**src/rtl/eqed_inject_sched.sv**
```systemverilog
// eqed_inject_sched: sweeps every (FF, inject-cycle) pair of a mux-instrumented
// design, flips one FF in one cycle per trial, and flags trials whose MISR
// signature equals the golden signature. Hits land in an exclusion table so a
// later sweep moves on to further candidates.
//
// Handshake note: there is no valid/ready pair here. start and excl_wr are
// single-cycle requests that are accepted only in IDLE or DONE and silently
// dropped otherwise. hit_valid is a one-cycle strobe with no back-pressure, and
// hit_ff/hit_cyc hold their value until the next hit.
module eqed_inject_sched #(
  parameter int NUM_FF      = 8,
  parameter int FF_W        = 3,
  parameter int CYC_W       = 4,
  parameter int MAX_INJ_CYC = 4,
  parameter int WIN         = 5,
  parameter int SIG_W       = 18,
  parameter int EXCL_DEPTH  = 4,
  parameter int AUTO_EXCL   = 1
) (
  input  logic                              clk,
  input  logic                              rst,
  input  logic                              start,
  input  logic                              excl_wr,
  input  logic [FF_W-1:0]                   excl_ff,
  input  logic [CYC_W-1:0]                  excl_cyc,
  input  logic [SIG_W-1:0]                  misr_sig,
  input  logic [SIG_W-1:0]                  golden_sig,
  output logic                              dut_rst,
  output logic [NUM_FF-1:0]                 inject_sel,
  output logic                              hit_valid,
  output logic [FF_W-1:0]                   hit_ff,
  output logic [CYC_W-1:0]                  hit_cyc,
  output logic                              busy,
  output logic                              done,
  output logic [$clog2(EXCL_DEPTH+1)-1:0]   excl_count,
  output logic                              excl_full,
  output logic [2:0]                        dbg_state
);

  localparam int CNT_W = $clog2(EXCL_DEPTH + 1);
  localparam int T_W   = $clog2(WIN + 1);

  typedef enum logic [2:0] {
    S_IDLE  = 3'd0,
    S_DRST  = 3'd1,
    S_RUN   = 3'd2,
    S_CHECK = 3'd3,
    S_ADV   = 3'd4,
    S_DONE  = 3'd5
  } state_t;

  state_t            state_q, state_d;
  logic [FF_W-1:0]   cur_ff_q, cur_ff_d;
  logic [CYC_W-1:0]  cur_cyc_q, cur_cyc_d;
  logic [T_W-1:0]    t_q, t_d;
  logic              hit_valid_q, hit_valid_d;
  logic [FF_W-1:0]   hit_ff_q, hit_ff_d;
  logic [CYC_W-1:0]  hit_cyc_q, hit_cyc_d;
  logic [FF_W-1:0]   tff_q [EXCL_DEPTH];
  logic [FF_W-1:0]   tff_d [EXCL_DEPTH];
  logic [CYC_W-1:0]  tcyc_q [EXCL_DEPTH];
  logic [CYC_W-1:0]  tcyc_d [EXCL_DEPTH];
  logic [CNT_W-1:0]  cnt_q, cnt_d;

  logic              cur_excl, wr_dup, full;
  logic [FF_W-1:0]   nxt_ff;
  logic [CYC_W-1:0]  nxt_cyc;

  assign full = (cnt_q == CNT_W'(EXCL_DEPTH));

  // Table lookups (current candidate, pending host write) and next-candidate arithmetic
  always_comb begin
    cur_excl = 1'b0;
    wr_dup   = 1'b0;
    for (int i = 0; i < EXCL_DEPTH; i++) begin
      if (i < int'(cnt_q)) begin
        if (tff_q[i] == cur_ff_q && tcyc_q[i] == cur_cyc_q) cur_excl = 1'b1;
        if (tff_q[i] == excl_ff  && tcyc_q[i] == excl_cyc)  wr_dup   = 1'b1;
      end
    end
    if (cur_ff_q == FF_W'(NUM_FF - 1)) begin
      nxt_ff  = '0;
      nxt_cyc = cur_cyc_q + CYC_W'(1);
    end else begin
      nxt_ff  = cur_ff_q + FF_W'(1);
      nxt_cyc = cur_cyc_q;
    end
  end

  // Sweep FSM next-state, table updates and trial outputs
  always_comb begin
    state_d     = state_q;
    cur_ff_d    = cur_ff_q;
    cur_cyc_d   = cur_cyc_q;
    t_d         = t_q;
    hit_valid_d = 1'b0;
    hit_ff_d    = hit_ff_q;
    hit_cyc_d   = hit_cyc_q;
    tff_d       = tff_q;
    tcyc_d      = tcyc_q;
    cnt_d       = cnt_q;
    dut_rst     = 1'b1;
    inject_sel  = '0;

    // Host writes land before a same-cycle start, so the sweep sees them.
    if ((state_q == S_IDLE || state_q == S_DONE) && excl_wr && !wr_dup && !full) begin
      for (int i = 0; i < EXCL_DEPTH; i++) begin
        if (i == int'(cnt_q)) begin
          tff_d[i]  = excl_ff;
          tcyc_d[i] = excl_cyc;
        end
      end
      cnt_d = cnt_q + CNT_W'(1);
    end

    case (state_q)
      S_IDLE, S_DONE: begin
        if (start) begin
          state_d   = S_ADV;
          cur_ff_d  = '0;
          cur_cyc_d = CYC_W'(1);
        end
      end
      S_ADV: begin
        if (cur_excl) begin
          cur_ff_d  = nxt_ff;
          cur_cyc_d = nxt_cyc;
        end else if (int'(cur_cyc_q) > MAX_INJ_CYC) begin
          state_d = S_DONE;
        end else begin
          state_d = S_DRST;
        end
      end
      S_DRST: begin
        t_d     = T_W'(1);
        state_d = S_RUN;
      end
      S_RUN: begin
        dut_rst = 1'b0;
        if (int'(t_q) == int'(cur_cyc_q)) inject_sel = NUM_FF'(1) << cur_ff_q;
        t_d = t_q + T_W'(1);
        if (int'(t_q) == WIN) state_d = S_CHECK;
      end
      S_CHECK: begin
        dut_rst = 1'b0;
        if (misr_sig == golden_sig) begin
          hit_valid_d = 1'b1;
          hit_ff_d    = cur_ff_q;
          hit_cyc_d   = cur_cyc_q;
          // A pair that just ran cannot already be in the table, so no duplicate check.
          if (AUTO_EXCL != 0 && !full) begin
            for (int i = 0; i < EXCL_DEPTH; i++) begin
              if (i == int'(cnt_q)) begin
                tff_d[i]  = cur_ff_q;
                tcyc_d[i] = cur_cyc_q;
              end
            end
            cnt_d = cnt_q + CNT_W'(1);
          end
        end
        cur_ff_d  = nxt_ff;
        cur_cyc_d = nxt_cyc;
        state_d   = S_ADV;
      end
      default: state_d = S_IDLE;
    endcase
  end

  // State, candidate, hit and exclusion-table registers
  always_ff @(posedge clk) begin
    if (rst) begin
      state_q     <= S_IDLE;
      cur_ff_q    <= '0;
      cur_cyc_q   <= '0;
      t_q         <= '0;
      hit_valid_q <= 1'b0;
      hit_ff_q    <= '0;
      hit_cyc_q   <= '0;
      cnt_q       <= '0;
      for (int i = 0; i < EXCL_DEPTH; i++) begin
        tff_q[i]  <= '0;
        tcyc_q[i] <= '0;
      end
    end else begin
      state_q     <= state_d;
      cur_ff_q    <= cur_ff_d;
      cur_cyc_q   <= cur_cyc_d;
      t_q         <= t_d;
      hit_valid_q <= hit_valid_d;
      hit_ff_q    <= hit_ff_d;
      hit_cyc_q   <= hit_cyc_d;
      cnt_q       <= cnt_d;
      tff_q       <= tff_d;
      tcyc_q      <= tcyc_d;
    end
  end

  assign hit_valid  = hit_valid_q;
  assign hit_ff     = hit_ff_q;
  assign hit_cyc    = hit_cyc_q;
  assign busy       = (state_q == S_ADV) || (state_q == S_DRST) ||
                      (state_q == S_RUN) || (state_q == S_CHECK);
  assign done       = (state_q == S_DONE);
  assign excl_count = cnt_q;
  assign excl_full  = full;
  assign dbg_state  = state_q;

endmodule

```
**config.mk**
```make
export PLATFORM = sky130hd
export DESIGN_NAME = eqed_inject_sched
export DESIGN_NICKNAME = d
export VERILOG_FILES = /design/src/rtl/eqed_inject_sched.sv
export SDC_FILE = /design/constraint.sdc
export NUM_CORES = 1
export LEC_CHECK = 0
export CAP_MARGIN = 25
export CORE_MARGIN = 2
export CORE_UTILIZATION = 30
export DETAILED_ROUTE_END_ITERATION = 8
export GPL_TIMING_DRIVEN = 0
export PLACE_DENSITY_LB_ADDON = 0.1
export SLEW_MARGIN = 15
export SYNTH_ARGS = -nofsm -noshare
export SYNTH_HDL_FRONTEND = slang
export SYNTH_SLANG_ARGS = --single-unit
```
**constraint.sdc**
```tcl
create_clock -name clk -period 2.1 [get_ports clk]
set_clock_uncertainty 0.05 [all_clocks]
set_input_delay 0.42 -clock clk [delete_from_list [all_inputs] [get_ports clk]]
set_output_delay 0.42 -clock clk [all_outputs]
set_load 0.02 [all_outputs]
```
**Word-level counts from Yosys, hierarchy flattened**

Cells that the tools add are included.

- Add/sub/neg operators: 4
- Magnitude comparators: 5
- Equal/unequal tests: 33
- Shifts and indexed selects: 1
- Mux-type cells: 62
- Bitwise logic cells: 1
- Reduce and logical (&&, ||, !) cells: 27

Operator list:

| operator | number |
|---|---|
| 16-bit 2-to-1 mux | 4 |
| 3-bit 2-to-1 mux | 19 |
| 12-bit 2-to-1 mux | 4 |
| 4-bit 2-to-1 mux | 11 |
| 4-bit == test | 9 |
| 3-bit == test | 8 |
| 18-bit == test | 1 |
| 1-bit 2-to-1 mux | 18 |
| 8-bit 2-to-1 mux | 2 |
| 3-bit == test, second input constant | 5 |
| 3-bit case mux with 5 select lines | 1 |
| 4-bit case mux with 3 select lines | 1 |
| 1-bit logical AND | 11 |
| 3-bit by 1-bit adder with 3-bit output, second input constant | 3 |
| 3-bit case mux with 3 select lines | 1 |
| 2-bit inequality test, second input constant | 4 |
| 1-bit by 3-bit left shift with 8-bit output, first input constant | 1 |
| 3-bit by 2-bit == test with 1-bit output, second input constant | 2 |
| 3-bit == test, first input constant | 2 |
| 3-bit zero test | 2 |
| 1-bit by 3-bit < comparator with 1-bit output, first input constant | 2 |
| 2-bit by 3-bit < comparator with 1-bit output, first input constant | 2 |
| 3-bit case mux with 2 select lines | 1 |
| 3-bit AND reduction | 2 |
| other kinds (11) | 17 |

- Flip-flop bits (word level): 52
- Input port bits: 47
- Output and inout port bits: 26
- Word-level logic and storage cells: 149

**Logic depth before layout (Yosys ltp)**

Gate-level depths: netlist of run 1.

- Depth in word-level cells: 18
- Depth in mapped cells: 9
- Mapped depth without buffers: 7

**Least setup slack after synthesis of run 1**

Ideal clock, no wire load.

- Kind: register -> register
- From: register cnt_q[2] (netlist: excl_count[2])
- To: register cur_ff_q[2]
- Arrival time: 2.022 ns
- Data required time: 1.929 ns
- Slack: -0.093 ns
- Cell stages (with the launch flop): 7
- Buffers on the path: 1
- Period minus slack after synthesis: 2.193 ns
- Cells stage by stage: dfxtp_1 clkbuf_1 nor2_1 nor4_1 or4_4 a221o_1 mux2_4

- Longest elaborated chain between the ends: 10
- Elaborated cells between the ends (all ways): 13
- Classes of those cells: order compare (4); eq/ne (1); mux (7); reduce/logical (1)

Ends and longest elaborated chain:

| element | line | source |
|---|---|---|
| start, declared | 63 | `logic [CNT_W-1:0] cnt_q, cnt_d;` |
| start signal, assigned | 192 | `cnt_q <= cnt_d;` |
| 1-bit by 3-bit < comparator with 1-bit output | 76 | `if (i < int'(cnt_q)) begin` |
| 1-bit 2-to-1 mux | 76 |  |
| 1-bit 2-to-1 mux | 77 | `if (tff_q[i] == cur_ff_q && tcyc_q[i] == cur_cyc_q) cur_excl = 1'b1;` |
| 1-bit 2-to-1 mux | 76 |  |
| 1-bit 2-to-1 mux | 77 |  |
| 1-bit 2-to-1 mux | 76 |  |
| 1-bit 2-to-1 mux | 77 |  |
| 1-bit 2-to-1 mux * | 76 |  |
| 2-bit inequality test (no source line) * | - |  |
| 3-bit AND reduction (no source line) * | - |  |
| end signal, assigned | 186 | `cur_ff_q <= cur_ff_d;` |
| end, declared | 53 | `logic [FF_W-1:0] cur_ff_q, cur_ff_d;` |

Every way passes the cells marked *; elsewhere a longest branch is shown, timed or not.
A chain may end at the register's enable or synchronous reset.

**Final worst setup path of run 1**

- From: register cur_cyc_q[1]
- To: register cur_ff_q[2]

- Longest elaborated chain between the ends: 12
- Elaborated cells between the ends (all ways): 18
- Classes of those cells: eq/ne (5); mux (8); reduce/logical (5)

Ends and longest elaborated chain:

| element | line | source |
|---|---|---|
| start, declared | 54 | `logic [CYC_W-1:0] cur_cyc_q, cur_cyc_d;` |
| start signal, assigned | 187 | `cur_cyc_q <= cur_cyc_d;` |
| 4-bit == test | 77 |  |
| 1-bit logical AND | 77 |  |
| 1-bit 2-to-1 mux | 77 |  |
| 1-bit 2-to-1 mux | 76 |  |
| 1-bit 2-to-1 mux | 77 |  |
| 1-bit 2-to-1 mux | 76 |  |
| 1-bit 2-to-1 mux | 77 |  |
| 1-bit 2-to-1 mux | 76 |  |
| 1-bit 2-to-1 mux | 77 |  |
| 1-bit 2-to-1 mux * | 76 |  |
| 2-bit inequality test (no source line) * | - |  |
| 3-bit AND reduction (no source line) * | - |  |

Marks and branches as above.

==> impl_metrics.csv, run 1 <==
group,metric,value,unit
grt,global_route_usage_sum,0.198,
floorplanning,placeableCoreArea,12600,sq um
grt,grt_start_max_net_pins,15,
clock_network,cts.htree.levels,2,
final_layout,layout_net_count,663,
place,placement.io_buffers,65,
job,max-cap-violations,0,
outcome,failed_checks,"negative setup slack",
floorplanning,die_x,118,microns
synth,mappedNetlistArea,3880,sq um
worst_setup_path,critical_path_peak_fanout,3,
floorplanning,die_height,118,microns
final_layout,final_common_cell,"xnor2_1",
place,hpwl,9860,microns
timing,timing.fmax,448,MHz
worst_setup_path,worstSetupPathType,"reg -> reg",
floorplanning,std_cell_rows,41,
final_layout,mostFrequentLayoutCells,"xnor2_1 (59), nor2_1 (51), dfxtp_1 (36)",
synth,synth.top_cells.by_area,"dfxtp_1 (27%), xnor2_1 (14%), a311oi_1 (6.8%), nor2_1 (5.4%), nand3_1 (5.3%)",
worst_setup_path,setup.worst_path.start_class,"register",
floorplanning,initial_core_util,0.308,
worst_hold_path,min-delay-path-class,"reg -> reg",
synth,postSynthAreaPerCell,7.88,sq um
worst_setup_path,worstPathArrival,2.37,ns
grt,wire_length_of_the_first_global_routing_pass,21700,microns
route,ant_nets,0,
route,drt_iter0_markers,286,
pwr,finalPower,5.21,mW
final_layout,layout.cell_area.non_filler,6160,sq um
place,place.detailed.instances,730,
pwr,pwrdens,845,nW/um^2
place,routability_driven_placement_congestion_ratio,0.837,
synth,netlist-cell-type-count,47,
pwr,power.internal,2.98,mW
outcome,outcome,"complete, but fails checks",
synth,synth_largest_area_cell,"dfxtp_1",
synth,ys_async_sr_fraction,0,
route,via_density_per_instance,5.42,
timing,rsz0062_at_grt,"yes",
pwr,peakVddDrop,0.390,mV
synth,synthesis.nets,555,
final_layout,layout-drive-gt1-share,0.321,
pwr,p_sw_frac,0.428,
worst_setup_path,worst_ep_required_time,2.24,ns
clock_network,clockRootBuffer,"clkbuf_16",
route,drtPass1Iterations,5,
timing,transition_time_at_the_pin_with_the_least_slew_margin,0.772,ns
clock_network,clkTransAtPathRegs,0.07,ns
timing,final_period_demand_of_the_worst_path,2.23,ns
final_layout,num-fill-cells,1241,
synth,yosysTopAreaCellShare,0.268,
clock_network,tritoncts,"yes",
pwr,pwr-share-comb,0.572,
timing,period_share,1.06,
synth,synth_cells,493,
clock_network,clkLatencyLatePin,0.30,ns
timing,timing.max_slew.rel_slack,0.485,
synth,syn_warnings,0,
clock_network,cts_buffers,5,
synth,yosys_register_bits,52,
timing,timing.final.hold_violations,0,
grt,number_of_antenna_violations_at_the_first_check_in_global_routing,0,
route,total_wire_length_after_detailed_routing,14700,microns
worst_setup_path,cp-end-kind,"register",
route,wire_per_inst,19.0,microns
place,placement.cell_area,4800,sq um
pwr,share_of_power_burned_in_registers,0.263,
floorplanning,design.die.area,13900,sq um
grt,grt_overflow,0,
pwr,power.leakage,2.39,nW
timing,setup_viol,18,
pwr,switching_power,2.23,mW
synth,yosys_most_used_dff,"dfxtp_1",
pwr,pwr-share-clk,0.165,
final_layout,antenna-diode-count,0,
synth,ys_seq_area_frac,0.268,
route,drc,0,
clock_network,clockBufferDepth,2,
synth,synth-edff-count,0,
route,via_count,4194,
clock_network,cts_num_sinks,52,
timing,post-route-worst-setup-slack,-0.134,ns
final_layout,non_filler_cells_in_the_finished_layout,774,
floorplanning,io_pins,73,
timing,finalSetupTns,-0.910,ns
final_layout,areaGrowthSynthToFinish,58.6,%
grt,number_of_global_route_vias_before_repair,3882,
timing,slew_violations,0,
==> worst max-delay path: stages (launching register included) <==
cell and delay (ns):
dfxtp_4 0.37, buf_12 0.13, xnor2_2 0.12, nand4_1 0.14, nor4_4 0.06, or4_4 0.55
a221o_1 0.39, mux2_4 0.31
==> per-stage QoR <==
step / utilization / hold WS, ns / worst slack, ns
detailed placement: 0.380 / 0.435 / -1.03
global placement: 0.380 / 0.425 / -0.994
floorplan: - / 0.444 / -0.0124
finish: 0.488 / 0.449 / -0.134
global route: 0.488 / 0.463 / -0.199
CTS: 0.433 / 0.456 / -0.171
==> Yosys cell counts, drive strengths merged (15+ instances only) <==
| library cell | n |
|---|---|
| nand3 | 41 |
| dfxtp | 52 |
| ha | 15 |
| clkbuf | 20 |
| nand2 | 20 |
| buf | 23 |
| nor2 | 56 |
| inv | 15 |
| nand4 | 17 |
| a311oi | 30 |
| xor2 | 16 |
| o21ai | 34 |
| xnor2 | 64 |
==> metal layers <==
metal	GRT usage	part of all wire	vias to the layer above
met5	0	0	-
met4	0.0678	0.025	0
met3	0.0281	0.051	24
met2	0.328	0.49	158
met1	0.263	0.44	2033
li1	-	-	1979
==> layout make-up <==
cell class,instances,area [sq um],share of cell area
Clock buffer,8,146,0.0238
Multi-Input combinational cell,383,3120,0.506
Buffer,37,399,0.0648
Sequential cell,52,1090,0.176
Inverter,15,58.8,0.00955
Tap cell,172,215,0.0349
Timing Repair Buffer,107,1130,0.184
==> state kept, by name (all words and copies together), names as in the netlist <==
name,count
tcyc_q,16
tff_q,12
cur_cyc_q,4
hit_cyc,4
cur_ff_q,3
dbg_state,3
excl_count,3
hit_ff,3
t_q,3
hit_valid,1
==> kinds of logic after synthesis <==
family / synth area share
and+or+nand+nor: 0.243
adders and majority gates: 0.0483
xor gates and xnor gates: 0.180
AOI/OAI and AO/OA: 0.161
DFF: 0.268
muxes: 0.0322
buffers and inverters: 0.0677
==> final timing paths <==
| check | start | end | slack [ns] | cells after the start |
|---|---|---|---|---|
| max | cur_cyc_q[1]$_SDFFE_PP0P_ | cur_ff_q[2]$_SDFFE_PP0P_ | -0.13 | 7 |
| min | hit_ff[0]$_SDFFE_PP0P_ | hit_ff[0]$_SDFFE_PP0P_ | 0.45 | 2 |
| max reg2reg | cur_cyc_q[1]$_SDFFE_PP0P_ | cur_ff_q[2]$_SDFFE_PP0P_ | -0.13 | 7 |
| min reg2reg | hit_ff[0]$_SDFFE_PP0P_ | hit_ff[0]$_SDFFE_PP0P_ | 0.45 | 2 |
==> power groups by stage <==
stage / clock network, mW / registers, mW / logic (mW)
after floorplan: 0 / 1.33 / 1.41
after global placement: 0 / 1.33 / 2.11
after detailed placement: 0 / 1.33 / 2.11
after CTS: 0.877 / 1.33 / 2.55
after global routing: 0.899 / 1.39 / 3.19
final: 0.860 / 1.37 / 2.98
==> what timing repair did <==
item,CTS,global route
gates cloned,0,3
setup buffers,20,19
hold buffers,0,0
gates resized for setup,153,158
pin swaps,18,59
endpoints found under the setup margin,62,57
Power figures use the tool's default switching activity.
==> run 2, diff against run 1 <==
Settings changed: CORE_UTILIZATION 30 to 48.
==> run 2 against run 1 <==
Against the previous run:
- sequential power about the same
- first-iteration DRC count up 77%
- fmax up 0.38%
- power down 8.3%
- global-route usage up 10 points
- combinational power down 6%
- count of clock-buffer cells in the layout unchanged
- die area down 36%
- the flow still finishes with violations (negative setup slack)
- clock power down 27%
- worst hold slack worse by 0.021 ns
- flip-flop and latch count unchanged
- final cell count down 7.9%
==> impl_metrics.csv, run 2 (synthesized netlist as in run 1, its figures left out) <==
group,metric,value,unit
final_layout,reg.largest.list,"tcyc_q: 16 flops, tff_q: 12 flops",
timing,timing.fmax,449,MHz
final_layout,mostFrequentLayoutCells,"xnor2_1 (63), buf_4 (53), nor2_1 (50)",
pwr,peakVddDrop,0.418,mV
final_layout,layout-drive-gt1-share,0.295,
place,routability_driven_placement_congestion_ratio,0.952,
floorplanning,die_x,94.0,microns
worst_setup_path,max_stage_delay,0.51,ns
floorplanning,placeableCoreArea,7770,sq um
timing,timing.final.hold_violations,0,
worst_hold_path,min-delay-path-class,"in -> reg",
worst_setup_path,worstSetupPathType,"reg -> reg",
worst_setup_path,worstPathArrival,2.39,ns
final_layout,non_filler_cells_in_the_finished_layout,713,
timing,timing.max_slew.rel_slack,0.528,
worst_setup_path,critical_path_peak_fanout,7,
pwr,power.leakage,2.43,nW
route,drc,0,
grt,grt_start_max_net_pins,15,
worst_setup_path,timing.critical_path.slowest_stage_cell,"or4_4",
pwr,pwrdens,821,nW/um^2
clock_network,cts_num_sinks,52,
floorplanning,die_height,94.0,microns
place,place.detailed.instances,660,
worst_setup_path,worst-r2r-setup-slack,-0.13,ns
route,drt_iter0_markers,507,
outcome,failed_checks,"negative setup slack",
timing,transition_time_at_the_pin_with_the_least_slew_margin,0.708,ns
worst_setup_path,setup.worst_path.start_class,"register",
timing,slew_violations,0,
worst_setup_path,ff2ff_path_depth,7,
clock_network,clockBufferDepth,2,
timing,post-route-worst-setup-slack,-0.125,ns
clock_network,count_of_hold_buffers_inserted_by_post_cts_repair,0,
clock_network,cts_buffers,5,
route,via_count,4423,
job,max-cap-violations,0,
grt,global_route_usage_sum,0.300,
timing,period_share,1.06,
clock_network,cts.htree.levels,2,
timing,setup_viol,13,
worst_setup_path,cp_num_cells,7,
clock_network,clkLatencyLatePin,0.32,ns
route,total_wire_length_after_detailed_routing,14000,microns
worst_setup_path,critPathLaunch,"cur_ff_q[0]$_SDFFE_PP0P_",
clock_network,clkTransAtPathRegs,0.10,ns
clock_network,tritoncts,"yes",
place,placement.io_buffers,65,
final_layout,biggest_register,"tcyc_q",
worst_setup_path,r2r_start,"cur_ff_q[0]$_SDFFE_PP0P_",
grt,number_of_antenna_violations_at_the_first_check_in_global_routing,0,
floorplanning,io_pins,73,
worst_setup_path,cpLargestDelayFamily,"simple AND/OR/NAND/NOR gates",
timing,rsz0062_at_grt,"yes",
outcome,outcome,"complete, but fails checks",
route,ant_nets,0,
worst_setup_path,timing.rr.end,"cur_ff_q[2]$_SDFFE_PP0P_",
final_layout,layout_net_count,672,
grt,grt_overflow,0,
final_layout,areaGrowthSynthToFinish,49.7,%
clock_network,clockRootBuffer,"clkbuf_8",
final_layout,final_common_cell,"xnor2_1",
route,drtPass1Iterations,5,
worst_setup_path,path_buf_inv,1,
pwr,finalPower,4.78,mW
floorplanning,initial_core_util,0.500,
floorplanning,std_cell_rows,32,
timing,final_period_demand_of_the_worst_path,2.23,ns
worst_setup_path,worst_setup_path_endpoint,"cur_ff_q[2]$_SDFFE_PP0P_",
worst_setup_path,worst_ep_required_time,2.26,ns
final_layout,number_of_flip_flops_in_the_largest_register,16,
final_layout,utilization,0.749,
final_layout,layout.cell_area.non_filler,5820,sq um
place,hpwl,8880,microns
worst_setup_path,cp-end-kind,"register",
route,wire_per_inst,19.7,microns
floorplanning,design.die.area,8830,sq um
grt,number_of_global_route_vias_before_repair,4027,
final_layout,antenna-diode-count,0,
worst_setup_path,path_cells,"buf_12 > xnor2_1 > nand4_1 > nor4_4 > or4_4 > a221o_1 > mux2_4",
grt,wire_length_of_the_first_global_routing_pass,20400,microns
place,placement.cell_area,4710,sq um
route,via_density_per_instance,6.20,
run 2: changes by cell type in the layout (fill, tap and decap cells not counted), sizes merged:
cell,delta
dlygate4sd2,-1
dlymetal6s2s,+10
clkbuf,-3
buf,+13
clkdlybuf4s50,-10
run 2: what timing repair did:
action	CTS	global route
resized for setup	129	139
setup buffers	26	23
cloned	0	1
pin swaps	13	25
endpoints found under the setup margin	62	59
run 2: worst min path at each step:
stage | slack [ns] | from | cells past startpoint | endpoint
2_1_floorplan | 0.44 | t_q[1]$_SDFFE_PP0N_ | 2 | t_q[1]$_SDFFE_PP0N_
3_3_place_gp | 0.43 | hit_ff[0]$_SDFFE_PP0P_ | 2 | hit_ff[0]$_SDFFE_PP0P_
3_5_place_dp | 0.44 | hit_ff[1]$_SDFFE_PP0P_ | 2 | hit_ff[1]$_SDFFE_PP0P_
4_1_cts | 0.44 | excl_ff[1] | 3 | tff_q[7]$_SDFF_PP0_
5_1_grt | 0.45 | excl_cyc[3] | 3 | tcyc_q[11]$_SDFF_PP0_
6_report | 0.43 | excl_cyc[3] | 3 | tcyc_q[11]$_SDFF_PP0_
run 2: power breakdown:
part / total (mW) / switching (mW) / leakage [nW] / internal, mW
Combinational: 2.80 / 1.56 / 1.95 / 1.24
Clock: 0.629 / 0.359 / 0.0455 / 0.271
Sequential: 1.34 / 0.203 / 0.431 / 1.14
run 2: layer usage:
metal,wire length (microns),track usage,up-vias
li1,-,-,1998
met1,5500,0.403,2106
met2,6630,0.489,276
met3,1400,0.0385,43
met4,511,0.114,0
met5,0,0,-
run 2: through the flow:
step                setup TNS (ns)  hold slack [ns]  setup WS, ns
CTS                         -0.438            0.437        -0.163
global route                 -2.13            0.449        -0.206
floorplan                  -0.0124            0.444       -0.0124
global placement            -40.73            0.425        -0.910
finish                      -0.932            0.429        -0.125
detailed placement          -42.49            0.436        -0.955
run 2: area by class of cell:
| cell class | count | area, sq um |
|---|---|---|
| clock buffers | 8 | 90.1 |
| multi-input cells | 383 | 2960 |
| inverters | 15 | 56.3 |
| flip-flops and latches | 52 | 1080 |
| fillers | 552 | 1950 |
| plain buffers | 38 | 359 |
| well taps | 102 | 128 |
| repair buffers | 115 | 1130 |
run 2: worst min-delay path: stages:
cell and delay (ns):
buf_2 0.18, nand3_1 0.09, a311oi_1 0.08
